### config.mk
export PLATFORM = sky130hd
export DESIGN_NAME = key_event_detector
export DESIGN_NICKNAME = d
export VERILOG_FILES = /design/src/rtl/key_event_detector.sv
export SDC_FILE = /design/constraint.sdc
export NUM_CORES = 1
export LEC_CHECK = 0
export BUFFER_PORTS_ARGS = -buffer_cell sky130_fd_sc_hd__buf_2
export CORE_ASPECT_RATIO = 0.8
export CORE_MARGIN = 2
export CORE_UTILIZATION = 39
export CTS_CLUSTER_SIZE = 14
export DETAILED_ROUTE_END_ITERATION = 10
export PLACE_DENSITY = 0.65
export SYNTH_ARGS = -nofsm -noshare
export SYNTH_HDL_FRONTEND = slang
export SYNTH_SLANG_ARGS = --single-unit
### constraint.sdc
create_clock -name clock -period 2.03 [get_ports clock]
set_clock_uncertainty 0.1 [all_clocks]
set_input_delay 0.1015 -clock clock [delete_from_list [all_inputs] [get_ports clock]]
set_output_delay 0.1015 -clock clock [all_outputs]
set_load 0.01 [all_outputs]
### src/rtl/key_event_detector.sv
// Turns debounced key levels into one-cycle press/release/long-press/repeat events.
// Hold timing is counted in ticks of the shared debounce strobe, not in clock cycles.
module key_event_detector #(
    parameter int unsigned NUM_KEYS            = 8,
    parameter int unsigned LONG_PRESS_TICKS    = 200,
    parameter int unsigned REPEAT_PERIOD_TICKS = 40
) (
    input  logic                clock,
    input  logic                reset_n,
    input  logic                tick,
    input  logic [NUM_KEYS-1:0] keys,
    output logic [NUM_KEYS-1:0] pressed,
    output logic [NUM_KEYS-1:0] released,
    output logic [NUM_KEYS-1:0] long_pressed,
    output logic [NUM_KEYS-1:0] repeat_pulse,
    output logic [NUM_KEYS-1:0] held
);

    localparam int unsigned MAX_TICKS   = (LONG_PRESS_TICKS > REPEAT_PERIOD_TICKS) ?
                                          LONG_PRESS_TICKS : REPEAT_PERIOD_TICKS;
    localparam int unsigned CNT_W       = $clog2(MAX_TICKS + 1);
    localparam int unsigned LONG_LAST   = LONG_PRESS_TICKS - 1;
    localparam int unsigned REPEAT_LAST = (REPEAT_PERIOD_TICKS == 0) ? 0 : REPEAT_PERIOD_TICKS - 1;
    localparam bit          REPEAT_EN   = (REPEAT_PERIOD_TICKS != 0);

    typedef enum logic [1:0] {
        ST_IDLE = 2'd0,
        ST_HELD = 2'd1,
        ST_LONG = 2'd2
    } state_t;

    for (genvar g = 0; g < NUM_KEYS; g++) begin : g_chan
        state_t           state_q, state_d;
        logic [CNT_W-1:0] cnt_q, cnt_d;
        logic             prev_q;
        logic             rise, fall;
        logic             pressed_q, pressed_d;
        logic             released_q, released_d;
        logic             long_q, long_d;
        logic             repeat_q, repeat_d;
        logic             held_q, held_d;

        assign rise = keys[g] & ~prev_q;
        assign fall = ~keys[g] & prev_q;

        // prev captures keys even in reset so a key held through reset needs a fresh edge
        always_ff @(posedge clock) begin
            prev_q <= keys[g];
            if (!reset_n) begin
                state_q    <= ST_IDLE;
                cnt_q      <= '0;
                pressed_q  <= 1'b0;
                released_q <= 1'b0;
                long_q     <= 1'b0;
                repeat_q   <= 1'b0;
                held_q     <= 1'b0;
            end else begin
                state_q    <= state_d;
                cnt_q      <= cnt_d;
                pressed_q  <= pressed_d;
                released_q <= released_d;
                long_q     <= long_d;
                repeat_q   <= repeat_d;
                held_q     <= held_d;
            end
        end

        // A fall outranks a same-cycle tick; a rise with a tick counts only the rise
        always_comb begin
            state_d    = state_q;
            cnt_d      = cnt_q;
            pressed_d  = 1'b0;
            released_d = 1'b0;
            long_d     = 1'b0;
            repeat_d   = 1'b0;
            case (state_q)
                ST_IDLE: begin
                    if (rise) begin
                        pressed_d = 1'b1;
                        cnt_d     = '0;
                        state_d   = ST_HELD;
                    end
                end
                ST_HELD: begin
                    if (fall) begin
                        released_d = 1'b1;
                        cnt_d      = '0;
                        state_d    = ST_IDLE;
                    end else if (tick) begin
                        if (cnt_q == CNT_W'(LONG_LAST)) begin
                            long_d  = 1'b1;
                            cnt_d   = '0;
                            state_d = ST_LONG;
                        end else begin
                            cnt_d = cnt_q + CNT_W'(1);
                        end
                    end
                end
                ST_LONG: begin
                    if (fall) begin
                        released_d = 1'b1;
                        cnt_d      = '0;
                        state_d    = ST_IDLE;
                    end else if (tick && REPEAT_EN) begin
                        if (cnt_q == CNT_W'(REPEAT_LAST)) begin
                            repeat_d = 1'b1;
                            cnt_d    = '0;
                        end else begin
                            cnt_d = cnt_q + CNT_W'(1);
                        end
                    end
                end
                default: begin
                    state_d = ST_IDLE;
                    cnt_d   = '0;
                end
            endcase
            held_d = (state_d != ST_IDLE);
        end

        assign pressed[g]      = pressed_q;
        assign released[g]     = released_q;
        assign long_pressed[g] = long_q;
        assign repeat_pulse[g] = repeat_q;
        assign held[g]         = held_q;
    end

endmodule

==> metrics.md <==
| Metric | Value |
|---|---|
| Total power divided by cell area | `755.7 mW/mm²` |
| Total negative slack for setup checks | `0 ns` |
| Outcome | `complete, no violations` |
| Largest incremental delay on the critical path | `0.41 ns` |
| Global-route wire length before repair | `27540 µm` |
| Syn Inst Count | `830` |
| Max-slew headroom at the worst pin | `65.55%` |
| Non-Filler Instances | `1143` |
| Clk buf depth | `2` |
| Combined area of the multi-input logic cells | `0.004235 mm²` |
| Count of TritonRoute iterations in the first routing pass | `6` |
| Worst setup timing slack at the placement stage | `-0.02659 ns` |
| Final Hold Fails | `0` |
| Initial core utilization | `40.13%` |
| Routed wire length per instance | `14.63 µm` |
| Pin count of the biggest net entering global routing | `36` |
| Placeable Area | `0.01749 mm²` |
| Critical path launch point type | `flop` |
| Seq/Total Area, Yosys | `36.52%` |
| TritonCTS Buffers | `17` |
| TritonCTS clock tree | `done` |
| Filler Cells Inserted | `1680` |
| Number of antenna violations at the first check in global routing | `0` |
| Count of unresolved DRC violations after routing | `0` |
| Via count of the first global-routing pass | `5850` |
| Post-DP HPWL | `11510 µm` |
| FF/Latch Area | `0.002571 mm²` |
| Post-synth EDFFs | `0` |
| Share of post-route cells with drive strength above 1 | `22.77%` |
| Post-synthesis register bit count | `128` |
| H-tree depth reported by CTS | `4` |
| Cell area after layout | `0.008603 mm²` |
| Setup violation total in the final timing report | `0` |
| Area Overhead vs Synth | `22.61%` |
| Max-slew violation count | `0` |
| Critical-path cell with the highest stage delay | `sky130_fd_sc_hd__dfxtp_1` |
| Maximum fanout along the worst path | `8` |
| Shortest clock period the worst path allows after layout | `1.953 ns` |
| Net count of the finished layout | `956` |
| Vias post-DR | `6260` |
| Post-route fraction of the period consumed by the critical path | `96.20%` |
| Clock Pin Slew Worst Setup and Hold Paths | `0.06 ns` |
| Global router's overall resource usage | `17.75%` |
| Type of the tightest min-delay check | `input pin to flop` |
| Cell area after placement | `0.007587 mm²` |
| I/O pin count | `51` |
| F_max | `512.0 MHz` |
| WP data required | `2.25 ns` |
| Ys Warns | `0` |
| Critical path data arrival time | `2.17 ns` |
| Cell chosen for the clock root | `sky130_fd_sc_hd__clkbuf_16` |
| Full die area | `0.01909 mm²` |
| DIE HEIGHT | `124.0 µm` |
| Number of port buffers | `50` |
| # diodes | `0` |
| Maximum Capacitance Violations | `0` |
| Unrepaired setup endpoints after global routing | `yes` |
| Total wirelength of the detailed-routed design | `16720 µm` |
| Final antenna-violating net count | `0` |
| Netlist Area Pre-Place | `0.007017 mm²` |
| Number of DRC violations after detailed-routing iteration 0 | `529` |
| Most common flop cell mapped by yosys | `sky130_fd_sc_hd__dfxtp_1` |
| Number of different library cells in the post-synthesis netlist | `84` |
| Nature of the critical path endpoint | `flop` |
| Insertion delay to the later sink of the worst-skew pair | `0.42 ns` |
| Width of the chip | `154.0 µm` |
| Routability congestion estimate | `0.8561` |
| # clock sinks | `128` |
| Type of the worst setup path | `flop to flop` |
| # rows | `43` |
| Average via count per standard cell | `5.477` |
| Total global routing overflow | `0` |
| Worst IR drop on VDD | `0.4154 mV` |
| Final worst-path setup slack | `0.07705 ns` |
| Cell Chain, Critical Path | `inv_1 > ha_1 > nor2_2 > a2bb2oi_1 > nor2_2 > a22o_1 > a22o_1` |
| Core occupancy in the finished layout | `49.20%` |
| Mean area per synthesized cell | `8.454 µm²` |
| Async set or reset register ratio after synthesis | `0%` |
| Leakage power summed over all cells | `3.326 nW` |
| Net count of the mapped netlist | `881` |
| Placed insts | `1101` |
| Pin slew with the least headroom to its limit | `0.5154 ns` |
cell type report:
type                    count  share of cell area, %
clock buffers              18                  5.105
repair buffers            111                  8.784
inverters                  37                  1.614
well taps                 225                  3.272
flip-flops and latches    128                  29.89
multi-input cells         610                  49.23
clock inverters            14                  2.109
kinds of logic (layout without fill, tap and decap cells):
group	count (synthesis)	count (layout)	share of synthesized area [%]
AOI/OAI and AO/OA	192	192	18.92
xor gates and xnor gates	2	2	0.2497
adders and majority gates	40	40	7.133
buffers and inverters	92	180	7.240
DFF	128	128	36.52
and+or+nand+nor	376	376	29.94
layout by cell type (no fill, tap or decap), drive strengths merged, types with 7 or more instances in the layout:
master       netlist  routed
and2               7       7
inv               37      41
dlygate4sd3        0       9
nand3b            18      18
ha                40      40
nand2b            22      22
nor2b              7       7
o21ai             35      35
nand3             39      39
nor4b              9       9
nand2             86      86
nand4             11      11
clkbuf             9      18
a21oi             49      49
nor4               7       7
nand4bb            7       7
a31oi              8       8
o2111ai            8       8
or3                8       8
o22ai             13      13
and3              22      22
nor3              36      36
a22o               7       7
or2               14      14
dfxtp            128     128
nor2              55      55
buf               46     102
stage by stage:
step / hold slack, ns / total power (W)
after floorplan: 0.02922 / 0.003087
after global placement: 0.1338 / 0.003264
after detailed placement: 0.1411 / 0.003266
after CTS: 0.01336 / 0.006492
after global routing: 0.06518 / 0.006758
final: 0.03221 / 0.006502
sequential cells by signal, summed over array words and instances (netlist names):
name               cells
g_chan.cnt_q          64
g_chan.held_q          8
g_chan.long_q          8
g_chan.pressed_q       8
g_chan.prev_q          8
g_chan.released_q      8
g_chan.repeat_q        8
g_chan.state_q        16
synth_stat cells (8+ instances only):
library cell | instances | share of area, %
sky130_fd_sc_hd__or3_1 | 8 | 0.71
sky130_fd_sc_hd__nand3_1 | 39 | 2.8
sky130_fd_sc_hd__nand2b_1 | 21 | 1.9
sky130_fd_sc_hd__dfxtp_1 | 128 | 37
sky130_fd_sc_hd__nor2_1 | 52 | 2.8
sky130_fd_sc_hd__a21oi_1 | 46 | 3.3
sky130_fd_sc_hd__buf_4 | 40 | 4.3
sky130_fd_sc_hd__o22ai_1 | 12 | 1.1
sky130_fd_sc_hd__inv_1 | 36 | 1.9
sky130_fd_sc_hd__clkbuf_1 | 9 | 0.48
sky130_fd_sc_hd__nand2_1 | 85 | 4.5
sky130_fd_sc_hd__nor3_1 | 35 | 2.5
sky130_fd_sc_hd__nand4_1 | 11 | 0.98
sky130_fd_sc_hd__ha_1 | 40 | 7.1
sky130_fd_sc_hd__o21ai_0 | 28 | 2.0
sky130_fd_sc_hd__a31oi_1 | 8 | 0.71
sky130_fd_sc_hd__nand3b_1 | 18 | 1.9
sky130_fd_sc_hd__and3_1 | 21 | 1.9
sky130_fd_sc_hd__or2_2 | 9 | 0.80
sky130_fd_sc_hd__nor4b_1 | 9 | 1.1
repair_timing:
item / 4_1_cts / 5_1_grt
endpoints found under the setup margin: 4 / 53
pin swaps: 0 / 3
setup buffers: 0 / 1
resized for setup: 2 / 56
hold buffers: 9 / 0
hold endpoints to repair: 22 / 0
per-layer routing:
metal,vias up,GRT usage (%),share of wire (%)
met5,-,0,0
li1,3155,-,-
met3,14,3.897,4.2
met2,145,28.20,44
met1,2946,24.19,51
met4,0,5.724,1.1
critical path: cells and delay by family, from the launching register on:
| family | cells | cell delay [ns] |
|---|---|---|
| AOI/OAI and AO/OA | 3 | 0.72 |
| DFF | 1 | 0.41 |
| and+or+nand+nor | 2 | 0.31 |
| adders and majority gates | 1 | 0.23 |
| buffers and inverters | 1 | 0.08 |
power by group:
| part | internal (W) | switching, W | total (W) | leakage (nW) |
|---|---|---|---|---|
| combinational | 0.000272 | 0.000418 | 0.000690 | 1.99 |
| sequential | 0.00256 | 0.0000382 | 0.00260 | 1.04 |
| clock | 0.00198 | 0.00122 | 0.00321 | 0.295 |
worst paths after layout:
check | start | to | slack [ns] | cells after the start
hold / removal | reset_n | g_chan[0].cnt_q[5] | 0.03 | 3
hold reg to reg | g_chan[0].cnt_q[1] | g_chan[0].cnt_q[1] | 0.37 | 2
setup reg to reg | g_chan[4].state_q[0] | g_chan[4].cnt_q[7] | 0.08 | 7
setup / recovery | g_chan[4].state_q[0] | g_chan[4].cnt_q[7] | 0.08 | 7
Note: power is estimated with default switching activity, not from simulation.
